===== src/rtl/axicb_pkg.sv =====
// Shared types for the AXI crossbar ID ordering logic: tracker state and the
// per-ID outstanding count.
package axicb_pkg;

  localparam int unsigned CNT_W = 8;

  typedef logic [CNT_W-1:0] cnt_t;

  typedef enum logic [1:0] {
    IDLE   = 2'd0,
    ACTIVE = 2'd1,
    FULL   = 2'd2
  } trk_state_e;

endpackage


===== src/rtl/axicb_id_tracker.sv =====
// One AXI ID's outstanding-request tracker: count of in-flight requests plus
// the destination they were routed to, with IDLE/ACTIVE/FULL occupancy state.
module axicb_id_tracker
  import axicb_pkg::*;
#(
  parameter int unsigned DST_W      = 5,
  parameter int unsigned MAX_PER_ID = 4
) (
  input  logic             aclk,
  input  logic             aresetn,
  input  logic             srst,
  input  logic             push,
  input  logic             pop,
  input  logic [DST_W-1:0] dst_in,
  output logic [CNT_W-1:0] cnt,
  output logic [DST_W-1:0] dst,
  output logic             full
);

  localparam cnt_t MAX_CNT = CNT_W'(MAX_PER_ID);

  trk_state_e       state_q, state_d;
  cnt_t             cnt_q, cnt_d;
  logic [DST_W-1:0] dst_q, dst_d;
  logic             inc, dec;

  // Simultaneous push and pop cancel; a pop with nothing outstanding is dropped.
  assign inc = push && (state_q != FULL) && !(pop && (state_q != IDLE));
  assign dec = pop && (state_q != IDLE) && !push;

  always_ff @(posedge aclk or negedge aresetn) begin
    if (!aresetn) begin
      state_q <= IDLE;
      cnt_q   <= '0;
      dst_q   <= '0;
    end else if (srst) begin
      state_q <= IDLE;
      cnt_q   <= '0;
      dst_q   <= '0;
    end else begin
      state_q <= state_d;
      cnt_q   <= cnt_d;
      dst_q   <= dst_d;
    end
  end

  always_comb begin
    state_d = state_q;
    cnt_d   = cnt_q;
    dst_d   = dst_q;
    if (push) begin
      dst_d = dst_in;
    end
    if (inc) begin
      cnt_d   = cnt_q + CNT_W'(1);
      state_d = (cnt_d == MAX_CNT) ? FULL : ACTIVE;
    end else if (dec) begin
      cnt_d   = cnt_q - CNT_W'(1);
      state_d = (cnt_d == '0) ? IDLE : ACTIVE;
    end
  end

  assign cnt  = cnt_q;
  assign dst  = dst_q;
  assign full = (state_q == FULL);

endmodule


===== src/rtl/axicb_id_order_ctrl.sv =====
// Per-ID ordering gate between an AXI master and the crossbar router: stalls a
// request while its ID is saturated or still outstanding to a different slave.
// Define AXICB_ID_ORDER_CHK_EN to build the sticky completion-underflow flag.
module axicb_id_order_ctrl
  import axicb_pkg::*;
#(
  parameter int unsigned         AXI_ID_W        = 8,
  parameter int unsigned         SLV_NB          = 4,
  parameter int unsigned         MST_OSTDREQ_NUM = 4,
  parameter int unsigned         MAX_PER_ID      = 4,
  parameter logic [AXI_ID_W-1:0] MST_ID_MASK     = '0
) (
  input  logic                aclk,
  input  logic                aresetn,
  input  logic                srst,
  input  logic                s_valid,
  output logic                s_ready,
  input  logic [AXI_ID_W-1:0] s_id,
  input  logic [SLV_NB-1:0]   s_ix,
  input  logic                s_mr,
  output logic                m_valid,
  input  logic                m_ready,
  input  logic                c_valid,
  input  logic                c_ready,
  input  logic                c_last,
  input  logic [AXI_ID_W-1:0] c_id,
  output logic                busy,
  output logic                err
);

  localparam int unsigned IDX_W = (MST_OSTDREQ_NUM > 1) ? $clog2(MST_OSTDREQ_NUM) : 1;
  localparam int unsigned IDX_N = 1 << IDX_W;
  localparam int unsigned DST_W = SLV_NB + 1;

  logic [IDX_W-1:0] idx, cidx;
  logic [DST_W-1:0] req_dst;
  cnt_t             cnt [IDX_N];
  logic [DST_W-1:0] dst [IDX_N];
  logic [IDX_N-1:0] full, live;
  logic             stall, push, pop;

  assign idx     = IDX_W'(s_id ^ MST_ID_MASK);
  assign cidx    = IDX_W'(c_id ^ MST_ID_MASK);
  assign req_dst = {s_mr, s_ix};

  assign stall   = full[idx] || ((cnt[idx] != '0) && (dst[idx] != req_dst));
  assign m_valid = s_valid && !stall;
  assign s_ready = m_ready && !stall;
  assign push    = s_valid && m_ready && !stall;
  assign pop     = c_valid && c_ready && c_last;

  // Index slots beyond MST_OSTDREQ_NUM never hold anything.
  for (genvar i = 0; i < IDX_N; i++) begin : g_trk
    if (i < MST_OSTDREQ_NUM) begin : g_on
      axicb_id_tracker #(
        .DST_W      (DST_W),
        .MAX_PER_ID (MAX_PER_ID)
      ) u_trk (
        .aclk    (aclk),
        .aresetn (aresetn),
        .srst    (srst),
        .push    (push && (idx == IDX_W'(i))),
        .pop     (pop && (cidx == IDX_W'(i))),
        .dst_in  (req_dst),
        .cnt     (cnt[i]),
        .dst     (dst[i]),
        .full    (full[i])
      );
    end else begin : g_off
      assign cnt[i]  = '0;
      assign dst[i]  = '0;
      assign full[i] = 1'b0;
    end
    assign live[i] = (cnt[i] != '0);
  end

  always_ff @(posedge aclk or negedge aresetn) begin
    if (!aresetn) begin
      busy <= 1'b0;
    end else if (srst) begin
      busy <= 1'b0;
    end else begin
      busy <= |live;
    end
  end

`ifdef AXICB_ID_ORDER_CHK_EN
  logic underflow;

  assign underflow = pop && (cnt[cidx] == '0);

  always_ff @(posedge aclk or negedge aresetn) begin
    if (!aresetn) begin
      err <= 1'b0;
    end else if (srst) begin
      err <= 1'b0;
    end else if (underflow) begin
      err <= 1'b1;
    end
  end
`else
  assign err = 1'b0;
`endif

endmodule


===== config.mk =====
export PLATFORM = sky130hd
export DESIGN_NAME = axicb_id_order_ctrl
export DESIGN_NICKNAME = d
export VERILOG_FILES = /design/src/rtl/axicb_pkg.sv /design/src/rtl/axicb_id_tracker.sv /design/src/rtl/axicb_id_order_ctrl.sv
export SDC_FILE = /design/constraint.sdc
export NUM_CORES = 1
export LEC_CHECK = 0
export ABC_AREA = 1
export BUFFER_PORTS_ARGS = -buffer_cell sky130_fd_sc_hd__buf_4
export CORE_MARGIN = 5
export CORE_UTILIZATION = 40
export CTS_BUF_LIST = sky130_fd_sc_hd__clkbuf_4 sky130_fd_sc_hd__clkbuf_8
export DETAILED_ROUTE_END_ITERATION = 8
export MAX_ROUTING_LAYER = met4
export PLACE_DENSITY = 0.56
export SETUP_SLACK_MARGIN = 0.02
export SYNTH_ARGS = -nofsm -noshare
export SYNTH_HDL_FRONTEND = slang
export SYNTH_SLANG_ARGS = --single-unit

===== constraint.sdc =====
create_clock -name aclk -period 2.8 [get_ports aclk]
set_input_delay 0.42 -clock aclk [delete_from_list [all_inputs] [get_ports aclk]]
set_output_delay 0.42 -clock aclk [all_outputs]
set_load 0.005 [all_outputs]

After elaboration in Yosys (flattened, before gate mapping) --
Index checks and enable logic that the tools add are counted.
Storage, ports and cells: flip-flop bits (word level) 61, latch bits 0, bits in writable memories 0, bits in read-only memories 0, output and inout port bits 4, word-level logic and storage cells 157, memories kept 0
Operators by class: add/subtract/negate cells 8, multiply operators 0, div/mod/pow operators 0, $lt $le $gt $ge 2, equal/unequal tests 19, shifts and indexed selects 0, mux-type cells 49, bitwise operators 1, reduce and logical (&&, ||, !) cells 65
Operators with widths (number):
- two-way mux 8 bit | 14
- two-way mux 5 bit | 10
- nonzero test 8 bit | 5
- adder 8 x 1 -> 8 bit, second input constant | 4
- == test 8 x 3 -> 1 bit, second input constant | 4
- zero test 8 bit | 4
- two-way mux 2 bit | 16
- subtractor 8 x 1 -> 8 bit, second input constant | 4
- logical AND 1 bit | 31
- binary-select mux 8 bit (select 2 bit) | 1
- == test 2 bit, second input constant | 8
- nonzero test 2 bit | 8
- nonzero test 3 bit | 4
- binary-select mux 5 bit (select 2 bit) | 1
- zero test 1 bit | 9
- inequality test 2 bit, second input constant | 4
- two-way mux 1 bit | 6
- inequality test 5 bit | 1
- == test 2 x 1 -> 1 bit, second input constant | 2
- zero test 2 bit | 2
- OR reduction 4 bit | 1
- >= comparator 3 bit, second input constant | 1
- less-than comparator 2 x 3 -> 1 bit, second input constant | 1
- inverter 2 -> 3 bit | 1
- other kinds (2) | 2

Depth between registers and ports, before layout --
Gate-level depths: netlist of run 1.
depth after elaboration 15, gate-level depth with buffers 17, gate-level depth less buffers 16

By module --
Synthesis of run 1 repeated with hierarchy kept, for this count alone.
Unflattened totals: cells, all modules 753, area, all modules 5083.6 um2
Modules (own cells, without submodules):
- axicb_id_tracker (g_trk[0].g_on.u_trk ...) | instances 3, cells each 155, area each 1148.6 um2, seq. area each 375.4 um2
- axicb_id_tracker (g_trk[3].g_on.u_trk) | instances 1, cells each 152, area each 1008.5 um2, seq. area each 375.4 um2
- axicb_id_order_ctrl | instances 1, cells each 136, area each 629.4 um2, seq. area each 25.0 um2

Least setup slack after synthesis of run 1 --
No wires, ideal clock.
path kind register -> register, from register g_trk[2].g_on.u_trk.cnt_q[2], to register g_trk[3].g_on.u_trk.state_q[1], setup time 0.076 ns, arrival time 1.897 ns, required time 2.724 ns, slack 0.827 ns, stages on the path, launching flop included 14, path buffers 2, clock period less this slack 1.973 ns, cells stage by stage dfrtp_1 buf_2 inv_1 nand3_1 nor2_1 nand2_1 nand2_1 nand4_1 o21ai_4 nand4_4 nand2_2 buf_4 nand3_1 o21ai_1
On the way: longest elaborated chain between the ends 13, elaborated cells between the ends (all ways) 16
RTL lines:
- start, declared | line axicb_id_tracker.sv:23 | cnt_t cnt_q, cnt_d;
- start signal, assigned | line axicb_id_tracker.sv:42 | cnt_q <= cnt_d;
- binary-select mux 8 bit (select 2 bit) * | line axicb_id_order_ctrl.sv:46 | assign stall = full[idx] || ((cnt[idx] != '0) && (dst[idx] != req_dst));
- two-way mux 8 bit (implied by the code) * (2 in a row) | line axicb_id_order_ctrl.sv:46
- nonzero test 8 bit * | line axicb_id_order_ctrl.sv:46
- logical AND 1 bit * | line axicb_id_order_ctrl.sv:46
- logical OR 1 bit * | line axicb_id_order_ctrl.sv:46
- zero test 1 bit * | line axicb_id_order_ctrl.sv:49 | assign push = s_valid && m_ready && !stall;
- logical AND 1 bit * | line axicb_id_order_ctrl.sv:49
- logical AND 1 bit * | line axicb_id_order_ctrl.sv:62 | .push (push && (idx == IDX_W'(i))),
- logical AND 1 bit (2 in a row) | line axicb_id_tracker.sv:28 | assign inc = push && (state_q != FULL) && !(pop && (state_q != IDLE));
- two-way mux 2 bit | line axicb_id_tracker.sv:54 | if (inc) begin
- two-way mux 2 bit | line axicb_id_tracker.sv:36 | end else if (srst) begin
- end signal, assigned | line axicb_id_tracker.sv:41 | state_q <= state_d;
- end, declared | line axicb_id_tracker.sv:22 | trk_state_e state_q, state_d;
Every way passes the cells marked *; elsewhere a longest branch is shown, timed or not. The select of a mux whose other input is x is not followed. A chain may end at the register's enable or synchronous reset.

Worst setup path after layout of run 1 --
from register g_trk[2].g_on.u_trk.cnt_q[4], to output m_valid
On the way: longest elaborated chain between the ends 8
RTL lines:
- binary-select mux 8 bit (select 2 bit) | line axicb_id_order_ctrl.sv:46
- two-way mux 8 bit (implied by the code) (2 in a row) | line axicb_id_order_ctrl.sv:46
- nonzero test 8 bit | line axicb_id_order_ctrl.sv:46
- logical AND 1 bit | line axicb_id_order_ctrl.sv:46
- logical OR 1 bit | line axicb_id_order_ctrl.sv:46
- zero test 1 bit | line axicb_id_order_ctrl.sv:47 | assign m_valid = s_valid && !stall;
- logical AND 1 bit | line axicb_id_order_ctrl.sv:47
- end, declared | line axicb_id_order_ctrl.sv:21 | output logic m_valid,
Every way passes these cells. The select of a mux whose other input is x is not followed.

==> results of run 1 <==
[layout make-up]
cell class,instances,area [µm²]
clock buffers,10,131.4
clock inverters,6,73.82
fillers,1264,6620
inverters,77,289.0
multi-input cells,559,2917
flip-flops and latches,61,1526
well taps,147,183.9
repair buffers,36,270.3
[Yosys cell counts, types with 3 or more instances]
| master | count |
|---|---|
| a21oi_2 | 3 |
| buf_2 | 11 |
| buf_4 | 5 |
| clkbuf_1 | 11 |
| dfrtp_1 | 61 |
| ha_1 | 16 |
| inv_1 | 63 |
| inv_2 | 13 |
| nand2_1 | 242 |
| nand2_2 | 4 |
| nand3_1 | 30 |
| nand3b_1 | 5 |
| nand4_1 | 48 |
| nand4_4 | 4 |
| nor2_1 | 79 |
| nor2_2 | 4 |
| nor3_1 | 29 |
| nor4_1 | 3 |
| nor4_2 | 4 |
| o21ai_0 | 9 |
| o21ai_1 | 28 |
| xnor2_1 | 10 |
| xor2_1 | 26 |
[routing by layer]
layer	part of all wire [%]	routed length, µm
met1	49	5935
met2	46	5623
met3	3.2	393
met4	2.1	259
met5	0	0
[power groups by stage]
| stage | logic, mW | clock network [mW] | registers (mW) |
|---|---|---|---|
| floorplan | 0.449 | 0 | 0.977 |
| global placement | 0.589 | 0 | 0.999 |
| detailed placement | 0.595 | 0 | 1.00 |
| CTS | 0.598 | 0.857 | 0.983 |
| global route | 0.695 | 0.885 | 0.993 |
| finish | 0.610 | 0.826 | 0.984 |
[flip-flops by register name, summed over array words and instances (netlist names)]
| signal | count |
|---|---|
| g_trk.g_on.u_trk.state_q | 8 |
| busy | 1 |
| g_trk.g_on.u_trk.dst | 20 |
| g_trk.g_on.u_trk.cnt | 32 |
[final timing paths]
check	startpoint	end	slack (ns)	depth (start not counted)
max	g_trk[2].g_on.u_trk.cnt[4]	m_valid	0.31	9
min reg2reg	g_trk[0].g_on.u_trk.dst[3]	g_trk[0].g_on.u_trk.dst[3]	0.49	2
min	aresetn	g_trk[1].g_on.u_trk.dst[3]	0.15	1
max reg2reg	g_trk[2].g_on.u_trk.cnt[4]	g_trk[0].g_on.u_trk.cnt[0]	0.39	13
max in group asynchronous	aresetn	g_trk[0].g_on.u_trk.cnt[5]	2.12	1
min in group aclk	srst	busy	0.37	2
[cell usage in the layout (no fill, tap or decap), drive strengths merged, types with 4 or more instances in the layout]
| cell | Yosys | routed |
|---|---|---|
| nand2 | 246 | 246 |
| nor2 | 85 | 85 |
| inv | 76 | 76 |
| dfrtp | 61 | 61 |
| nand4 | 54 | 54 |
| o21ai | 38 | 38 |
| buf | 19 | 36 |
| nand3 | 32 | 32 |
| nor3 | 30 | 30 |
| xor2 | 26 | 26 |
| ha | 16 | 16 |
| xnor2 | 10 | 10 |
| clkbuf | 11 | 10 |
| nor4 | 7 | 7 |
| clkinv | 1 | 6 |
| nand3b | 5 | 5 |
| a21oi | 4 | 4 |
[per-stage QoR]
step | cells | power [mW] | utilization [%] | hold slack, ns | cell area [µm²]
final | 896 | 2.420 | 44.89 | 0.1469 | 5391
after CTS | 893 | 2.437 | 44.70 | 0.1679 | 5369
after global placement | 877 | 1.588 | 42.99 | 0.4718 | 5164
after global routing | 896 | 2.572 | 44.89 | 0.2201 | 5391
after detailed placement | 877 | 1.595 | 42.99 | 0.4792 | 5164
after floorplan | 727 | 1.426 | - | 0.1244 | 4892
[repair_timing]
item | in CTS | in global routing
endpoints found under the hold margin | 0 | 0
endpoints found under the setup margin | 0 | 2
hold buffers | 0 | 0
setup buffers | 0 | 3
[cell families after synthesis]
group | Yosys count
AND/OR/NAND/NOR | 462
other | 1
adder cells (fa/ha/maj) | 16
AO/OA/AOI/OAI | 44
XOR/XNOR | 36
buffers and inverters | 107
flip-flops | 61
==> results.sh, run 1 <==
export IMPL_cp_slowest_cell="dfrtp_1"
export IMPL_grt_util_all_layers_pct=18.30
export IMPL_syn_avg_cell_area_um2=6.729
export IMPL_syn_to_final_growth_pct=10.20
export IMPL_ys_seq_area_share_pct=31.20
export IMPL_synth_edf_count=0
export IMPL_min_period_ns=2.493
export IMPL_fmax_mhz=401.1
export IMPL_htreeDepth=3
export IMPL_numCtsBuffers=9
export IMPL_synth_simple_area_share_pct=43.71
export IMPL_path_max_fanout=5
export IMPL_die_h_um=120.6
export IMPL_met2_usage_pct=28.15
export IMPL_ys_async_sr_fraction_pct=100.0
export IMPL_grt_pass1_wl_mm=21.09
export IMPL_critPathLaunchType="flop"
export IMPL_grt_max_degree=62
export IMPL_route_detailed_drc=0
export IMPL_hold_viol=0
export IMPL_crit_required_ns=2.38
export IMPL_antenna_diode_count=0
export IMPL_io_buffer_count=19
export IMPL_clk_latency_ns=0.36
export IMPL_firstDrtPassIters=5
export IMPL_ys_ff_latch=61
export IMPL_synth_xor_area_share_pct=6.445
export IMPL_synth_mux_area_share_pct=0
export IMPL_clkPwrFrac_pct=34.1
export IMPL_status="finished clean"
export IMPL_p_sw_share_pct=34.51
export IMPL_coreArea_um2=12010
export IMPL_power_frac_seq_pct=40.7
export IMPL_setup_tns_ns=0
export IMPL_synth_area_leaders="dfrtp_1, nand2_1, nand4_1, nor2_1, inv_1"
export IMPL_setup_viol=0
export IMPL_cts_clk_slew_worst_paths_ns=0.07
export IMPL_hp_class="in -> async"
export IMPL_via_per_inst=5.163
export IMPL_synth_compound_area_share_pct=5.294
export IMPL_min_period_over_period_pct=89.04
export IMPL_syn_nets=772
export IMPL_use_met3_pct=3.274
export IMPL_finalClockSkew_ns=0.009760
export IMPL_grt_pass1_vias=4360
export IMPL_cts_path_max_buffers=2
export IMPL_synth_cell_types=36
export IMPL_slew_headroom_pct=46.13
export IMPL_power_density_nw_per_um2=448.9
export IMPL_worst_pin_slew_ns=0.8080
export IMPL_grt_use_met1_pct=24.05
export IMPL_cap_violations=0
export IMPL_num_rows=40
export IMPL_drt_iter0_drc=234
export IMPL_gp_congestion=0.9537
export IMPL_yosys_warnings=0
export IMPL_cts_resized=0
export IMPL_critPathTopFamily="simple AND/OR/NAND/NOR gates"
export IMPL_ir_drop_uv=278.9
export IMPL_wl_mm=12.21
export IMPL_drive_above_1_share_pct=12.42
export IMPL_wl_per_cell_um=13.63
export IMPL_path_cells="inv_1 > nand2_1 > nor3_1 > nand2_1 > nand2_1 > nand4_1 > o21ai_4 > and3_1 > buf_4"
export IMPL_ant_nets=0
export IMPL_cts_tree="yes"
export IMPL_hpwl_mm=8.688
export IMPL_nets=789
export IMPL_synth_top_area_share_pct=31.20
export IMPL_synth_area_leader_cell="dfrtp_1"
export IMPL_pwr_share_comb_pct=25.2
export IMPL_internal_power_mw=1.585
export IMPL_crit_buf_inv=2
export IMPL_end_kind="output pin"
export IMPL_antenna_found_initial=0
export IMPL_synth_fa_ha_area_share_pct=4.092
export IMPL_setup_ws_ns=0.3069
export IMPL_switchingPower_uw=835.2
export IMPL_path_class="reg -> out"
export IMPL_io_pins=33
export IMPL_slew_viol_final=0
export IMPL_crit_arrival_ns=2.07
export IMPL_grt_overflow=0
export IMPL_path_common_cell="nand2_1"
export IMPL_die_x_um=120.6
export IMPL_rsz0062_at_grt="false"
export IMPL_ys_flop_type="dfrtp_1"
export IMPL_num_vias=4626
export IMPL_cts_root_buf="clkbuf_8"
export IMPL_die_area_um2=14540
export IMPL_cp_slowest_stage_delay_ns=0.44
export IMPL_initial_core_util_pct=40.73
export IMPL_grt_busiest_layer="met2"
export IMPL_netlist_instances=727
export IMPL_syn_cell_area_um2=4892
export IMPL_synth_top_family_by_area="simple AND/OR/NAND/NOR gates"
export IMPL_pre_cts_ws_ns=0.1755
export IMPL_power_leakage_nw=2.818
export IMPL_clock_sinks=61
Power figures use the tool's default switching activity.
==> run 2, diff against run 1 <==
--- a/config.mk
+++ b/config.mk
@@ -8,12 +8,14 @@
 export ABC_AREA = 1
 export BUFFER_PORTS_ARGS = -buffer_cell sky130_fd_sc_hd__buf_4
 export CORE_MARGIN = 5
-export CORE_UTILIZATION = 40
+export CORE_UTILIZATION = 58
 export CTS_BUF_LIST = sky130_fd_sc_hd__clkbuf_4 sky130_fd_sc_hd__clkbuf_8
 export DETAILED_ROUTE_END_ITERATION = 8
+export GPL_TIMING_DRIVEN = 0
 export MAX_ROUTING_LAYER = met4
-export PLACE_DENSITY = 0.56
+export PLACE_DENSITY = 0.76
 export SETUP_SLACK_MARGIN = 0.02
+export SLEW_MARGIN = 5
 export SYNTH_ARGS = -nofsm -noshare
 export SYNTH_HDL_FRONTEND = slang
 export SYNTH_SLANG_ARGS = --single-unit
==> results.sh, run 2 (synthesis gave the netlist of run 1 again) <==
export IMPL_power_density_nw_per_um2=440.7
export IMPL_firstDrtPassIters=4
export IMPL_htreeDepth=3
export IMPL_worst_pin_slew_ns=1.034
export IMPL_layout_common_cells="nand2_1, nor2_1, inv_1"
export IMPL_clock_sinks=61
export IMPL_reg2reg_from="g_trk[1].g_on.u_trk.cnt[2]"
export IMPL_r2r_end="g_trk[3].g_on.u_trk.cnt[6]"
export IMPL_min_period_over_period_pct=95.40
export IMPL_status="finished clean"
export IMPL_route_detailed_drc=0
export IMPL_crit_end="m_valid"
export IMPL_path_class="reg -> out"
export IMPL_cts_tree="yes"
export IMPL_antenna_diode_count=0
export IMPL_critPathLaunchType="flop"
export IMPL_drive_above_1_share_pct=12.11
export IMPL_cts_clk_slew_worst_paths_ns=0.08
export IMPL_antenna_found_initial=0
export IMPL_initial_core_util_pct=59.54
export IMPL_post_cts_repair_setup_buffers=0
export IMPL_fin_worst_hold_slack_ns=0.1379
export IMPL_ant_nets=0
export IMPL_layout_commonest_cell="nand2_1"
export IMPL_critPathLaunch="g_trk[1].g_on.u_trk.cnt[2]"
export IMPL_seqCellArea_um2=1526
export IMPL_finalClockSkew_ns=0.01185
export IMPL_hold_viol=0
export IMPL_power_leakage_nw=2.814
export IMPL_drt_met1_wl_mm=5.473
export IMPL_die_h_um=101.8
export IMPL_die_x_um=101.8
export IMPL_coreArea_um2=8217
export IMPL_grt_util_all_layers_pct=25.80
export IMPL_cts_hold_buf=0
export IMPL_cts_root_buf="clkbuf_8"
export IMPL_setup_tns_ns=0
export IMPL_io_buffer_count=17
export IMPL_worst_r2r_setup_slack_ns=0.28
export IMPL_cts_resized=0
export IMPL_drt_iter0_drc=254
export IMPL_syn_to_final_growth_pct=9.156
export IMPL_nets=800
export IMPL_cts_path_max_buffers=2
export IMPL_end_kind="output pin"
export IMPL_grt_pass1_vias=4484
export IMPL_cap_violations=0
export IMPL_largest_register_ffs=32
export IMPL_setup_viol=0
export IMPL_clk_latency_ns=0.36
export IMPL_wl_mm=12.17
export IMPL_ir_drop_uv=244.7
export IMPL_slew_viol_final=0
export IMPL_min_period_ns=2.671
export IMPL_die_area_um2=10370
export IMPL_rsz0062_at_grt="false"
export IMPL_via_per_inst=5.474
export IMPL_io_pins=33
export IMPL_dr_wl_met3_um=675
export IMPL_highest_layer="met4"
export IMPL_hp_class="in -> async"
export IMPL_multi_input_area_um2=2917
export IMPL_fmax_mhz=374.4
export IMPL_grt_max_degree=62
export IMPL_num_rows=33
export IMPL_route_met2_wl_mm=5.843
export IMPL_num_vias=4735
export IMPL_grt_pass1_wl_mm=20.83
export IMPL_hpwl_mm=8.785
export IMPL_grt_overflow=0
export IMPL_fill_cells=757
export IMPL_wl_per_cell_um=14.07
export IMPL_path_max_fanout=8
export IMPL_numCtsBuffers=9
export IMPL_gp_congestion=0.9619
export IMPL_slew_headroom_pct=30.52
export IMPL_reg2reg_depth=12
export IMPL_crit_required_ns=2.38
export IMPL_crit_arrival_ns=2.25
==> run 2: per-layer routing <==
layer	vias to the layer above	GRT usage (%)
met1	2170	33.45
met3	21	3.959
met4	0	6.761
li1	2407	-
met5	-	-
met2	137	42.45
==> run 2: how the worst min path moves through the flow <==
stage / start / endpoint / slack, ns / depth (start not counted)
detailed placement: g_trk[2].g_on.u_trk.dst[2] / g_trk[2].g_on.u_trk.dst[2] / 0.48 / 2
finish: aresetn / g_trk[0].g_on.u_trk.cnt[3] / 0.14 / 1
floorplan: aresetn / busy / 0.12 / 0
CTS: aresetn / g_trk[0].g_on.u_trk.cnt[3] / 0.17 / 1
global route: aresetn / g_trk[0].g_on.u_trk.dst[0] / 0.20 / 1
global placement: g_trk[0].g_on.u_trk.dst[2] / g_trk[0].g_on.u_trk.dst[2] / 0.47 / 2
==> run 2: per-stage QoR <==
stage	setup WS [ns]	power, mW	util, %	instances	area, µm²
final	0.1288	2.353	64.99	865	5340
after global placement	0.3379	1.578	62.69	849	5151
after floorplan	0.8268	1.426	-	727	4892
after global routing	0.02104	2.499	64.99	865	5340
after detailed placement	0.2983	1.593	62.69	849	5151
after CTS	0.1313	2.367	64.99	865	5340
==> run 2: cell type report <==
| type | instances | area share, % |
|---|---|---|
| multi-input combinational | 559 | 54.62 |
| sequential | 61 | 28.58 |
| inverter | 77 | 5.412 |
| buffer | 30 | 2.999 |
| tap | 105 | 2.460 |
| timing repair buffer | 17 | 2.390 |
| clock buffer | 9 | 2.320 |
| clock inverter | 7 | 1.218 |
==> run 2: critical path, stage by stage (launching register included) <==
cell	delay, ns
dfrtp_1	0.36
buf_2	0.17
nor2_2	0.17
nand3_1	0.21
o21ai_1	0.29
nand4_1	0.19
o21ai_4	0.19
and3_1	0.22
buf_4	0.10
==> run 2: power breakdown <==
group / internal [mW] / switching [mW] / leakage (nW) / total, mW
clock network: 0.345 / 0.427 / 0.0951 / 0.772
registers: 0.931 / 0.0381 / 0.826 / 0.970
logic: 0.211 / 0.401 / 1.89 / 0.612
==> run 3, diff against run 2 <==
--- a/config.mk
+++ b/config.mk
@@ -7,7 +7,6 @@
 export LEC_CHECK = 0
 export ABC_AREA = 1
 export BUFFER_PORTS_ARGS = -buffer_cell sky130_fd_sc_hd__buf_4
-export CORE_MARGIN = 5
 export CORE_UTILIZATION = 58
 export CTS_BUF_LIST = sky130_fd_sc_hd__clkbuf_4 sky130_fd_sc_hd__clkbuf_8
 export DETAILED_ROUTE_END_ITERATION = 8
==> results.sh, run 3 (synthesis gave the netlist of run 1 again) <==
export IMPL_crit_arrival_ns=2.22
export IMPL_coreArea_um2=8175
export IMPL_antenna_diode_count=0
export IMPL_layout_common_cells="nand2_1, nor2_1, inv_1"
export IMPL_cp_slowest_cell="dfrtp_1"
export IMPL_die_h_um=93.84
export IMPL_die_area_um2=8806
export IMPL_io_buffer_count=17
export IMPL_end_kind="output pin"
export IMPL_gp_congestion=0.9273
export IMPL_cts_hold_buf=0
export IMPL_grt_max_degree=62
export IMPL_cts_path_max_buffers=2
export IMPL_num_vias=4846
export IMPL_cts_tree="yes"
export IMPL_htreeDepth=3
export IMPL_wl_per_cell_um=14.10
export IMPL_min_period_ns=2.635
export IMPL_slew_viol_final=0
export IMPL_setup_viol=0
export IMPL_num_rows=33
export IMPL_clock_sinks=61
export IMPL_worst_r2r_setup_slack_ns=0.36
export IMPL_die_x_um=93.84
export IMPL_grt_util_all_layers_pct=30.97
export IMPL_nets=800
export IMPL_firstDrtPassIters=5
export IMPL_initial_core_util_pct=59.84
export IMPL_cts_clk_slew_worst_paths_ns=0.08
export IMPL_drive_above_1_share_pct=12.50
export IMPL_crit_required_ns=2.38
export IMPL_cp_slowest_stage_delay_ns=0.36
export IMPL_power_mw=2.320
export IMPL_numCtsBuffers=9
export IMPL_power_density_nw_per_um2=434.1
export IMPL_crit_buf_inv=2
export IMPL_syn_to_final_growth_pct=9.258
export IMPL_route_detailed_drc=0
export IMPL_grt_overflow=0
export IMPL_path_cells="buf_2 > nor2_2 > nand3_2 > o21ai_2 > nand4_1 > o21ai_4 > and3_1 > buf_4"
export IMPL_hp_class="in -> async"
export IMPL_place_area_um2=5151
export IMPL_fmax_mhz=379.5
export IMPL_slew_headroom_pct=27.11
export IMPL_ant_nets=0
export IMPL_worst_pin_slew_ns=1.084
export IMPL_largest_register_ffs=32
export IMPL_wl_mm=12.20
export IMPL_r2r_end="g_trk[3].g_on.u_trk.cnt[5]"
export IMPL_setup_tns_ns=0
export IMPL_reg2reg_from="g_trk[2].g_on.u_trk.cnt[0]"
export IMPL_path_max_fanout=8
export IMPL_power_leakage_nw=2.813
export IMPL_layout_commonest_cell="nand2_1"
export IMPL_final_area_um2=5345
export IMPL_grt_pass1_wl_mm=20.77
export IMPL_grt_pass1_vias=4465
export IMPL_cts_root_buf="clkbuf_8"
export IMPL_cap_violations=0
export IMPL_min_period_over_period_pct=94.11
export IMPL_rsz0062_at_grt="false"
export IMPL_via_per_inst=5.602
export IMPL_reg2reg_depth=13
export IMPL_critPathTopFamily="simple AND/OR/NAND/NOR gates"
export IMPL_fill_cells=753
export IMPL_ir_drop_uv=311.1
export IMPL_hpwl_mm=8.761
export IMPL_clk_latency_ns=0.35
export IMPL_finalClockSkew_ns=0.01043
export IMPL_critPathLaunchType="flop"
export IMPL_io_pins=33
export IMPL_drt_iter0_drc=368
export IMPL_path_class="reg -> out"
export IMPL_hold_viol=0
export IMPL_status="finished clean"
export IMPL_antenna_found_initial=0
run 3: layout make-up:
type	count	area [µm²]	area share (%)
buffer	30	160.2	2.996
clock buffer	9	123.9	2.317
clock inverter	7	58.81	1.100
inverter	77	289.0	5.407
multi-input combinational	559	2928	54.78
sequential	61	1526	28.56
tap	105	131.4	2.458
timing repair buffer	17	127.6	2.388
run 3: layer usage:
layer  track usage [%]  vias to the layer above  share of wire (%)
li1                  -                     2399                  -
met4             9.103                        0                1.4
met5                 -                        -                  0
met1             39.23                     2277                 44
met2             51.46                      149                 48
met3             4.450                       21                5.9
run 3: stage by stage:
stage	setup slack, ns	hold slack [ns]	util, %	cells
after CTS	0.07093	0.1758	65.24	865
after global placement	0.3496	0.4731	63.01	849
after detailed placement	0.3049	0.4789	63.01	849
after floorplan	0.8268	0.1244	-	727
final	0.1649	0.1342	65.38	865
after global routing	0.02130	0.2125	65.38	865
run 3: worst max-delay path by stage:
stage,from,endpoint,cells past startpoint
final,g_trk[1].g_on.u_trk.cnt[2],s_ready,8
after global routing,g_trk[2].g_on.u_trk.cnt[4],m_valid,9
after CTS,g_trk[1].g_on.u_trk.cnt[2],s_ready,8
after detailed placement,g_trk[1].g_on.u_trk.cnt[2],g_trk[3].g_on.u_trk.cnt[5],12
after global placement,s_id[0],g_trk[2].g_on.u_trk.cnt[1],17
after floorplan,g_trk[2].g_on.u_trk.cnt[2],g_trk[3].g_on.u_trk.state_q[1],13
run 3: what timing repair did:
item | 4_1_cts | 5_1_grt
buffers inserted | 0 | 0
endpoints found under the hold margin | 0 | 0
endpoints found under the setup margin | 0 | 3
gates resized for setup | 0 | 3
run 3: power breakdown:
part	leakage [nW]	switching, mW	total [mW]	internal [mW]
registers	0.826	0.0380	0.970	0.932
clock network	0.0864	0.405	0.735	0.331
logic	1.90	0.403	0.615	0.212
total	2.81	0.845	2.32	1.47
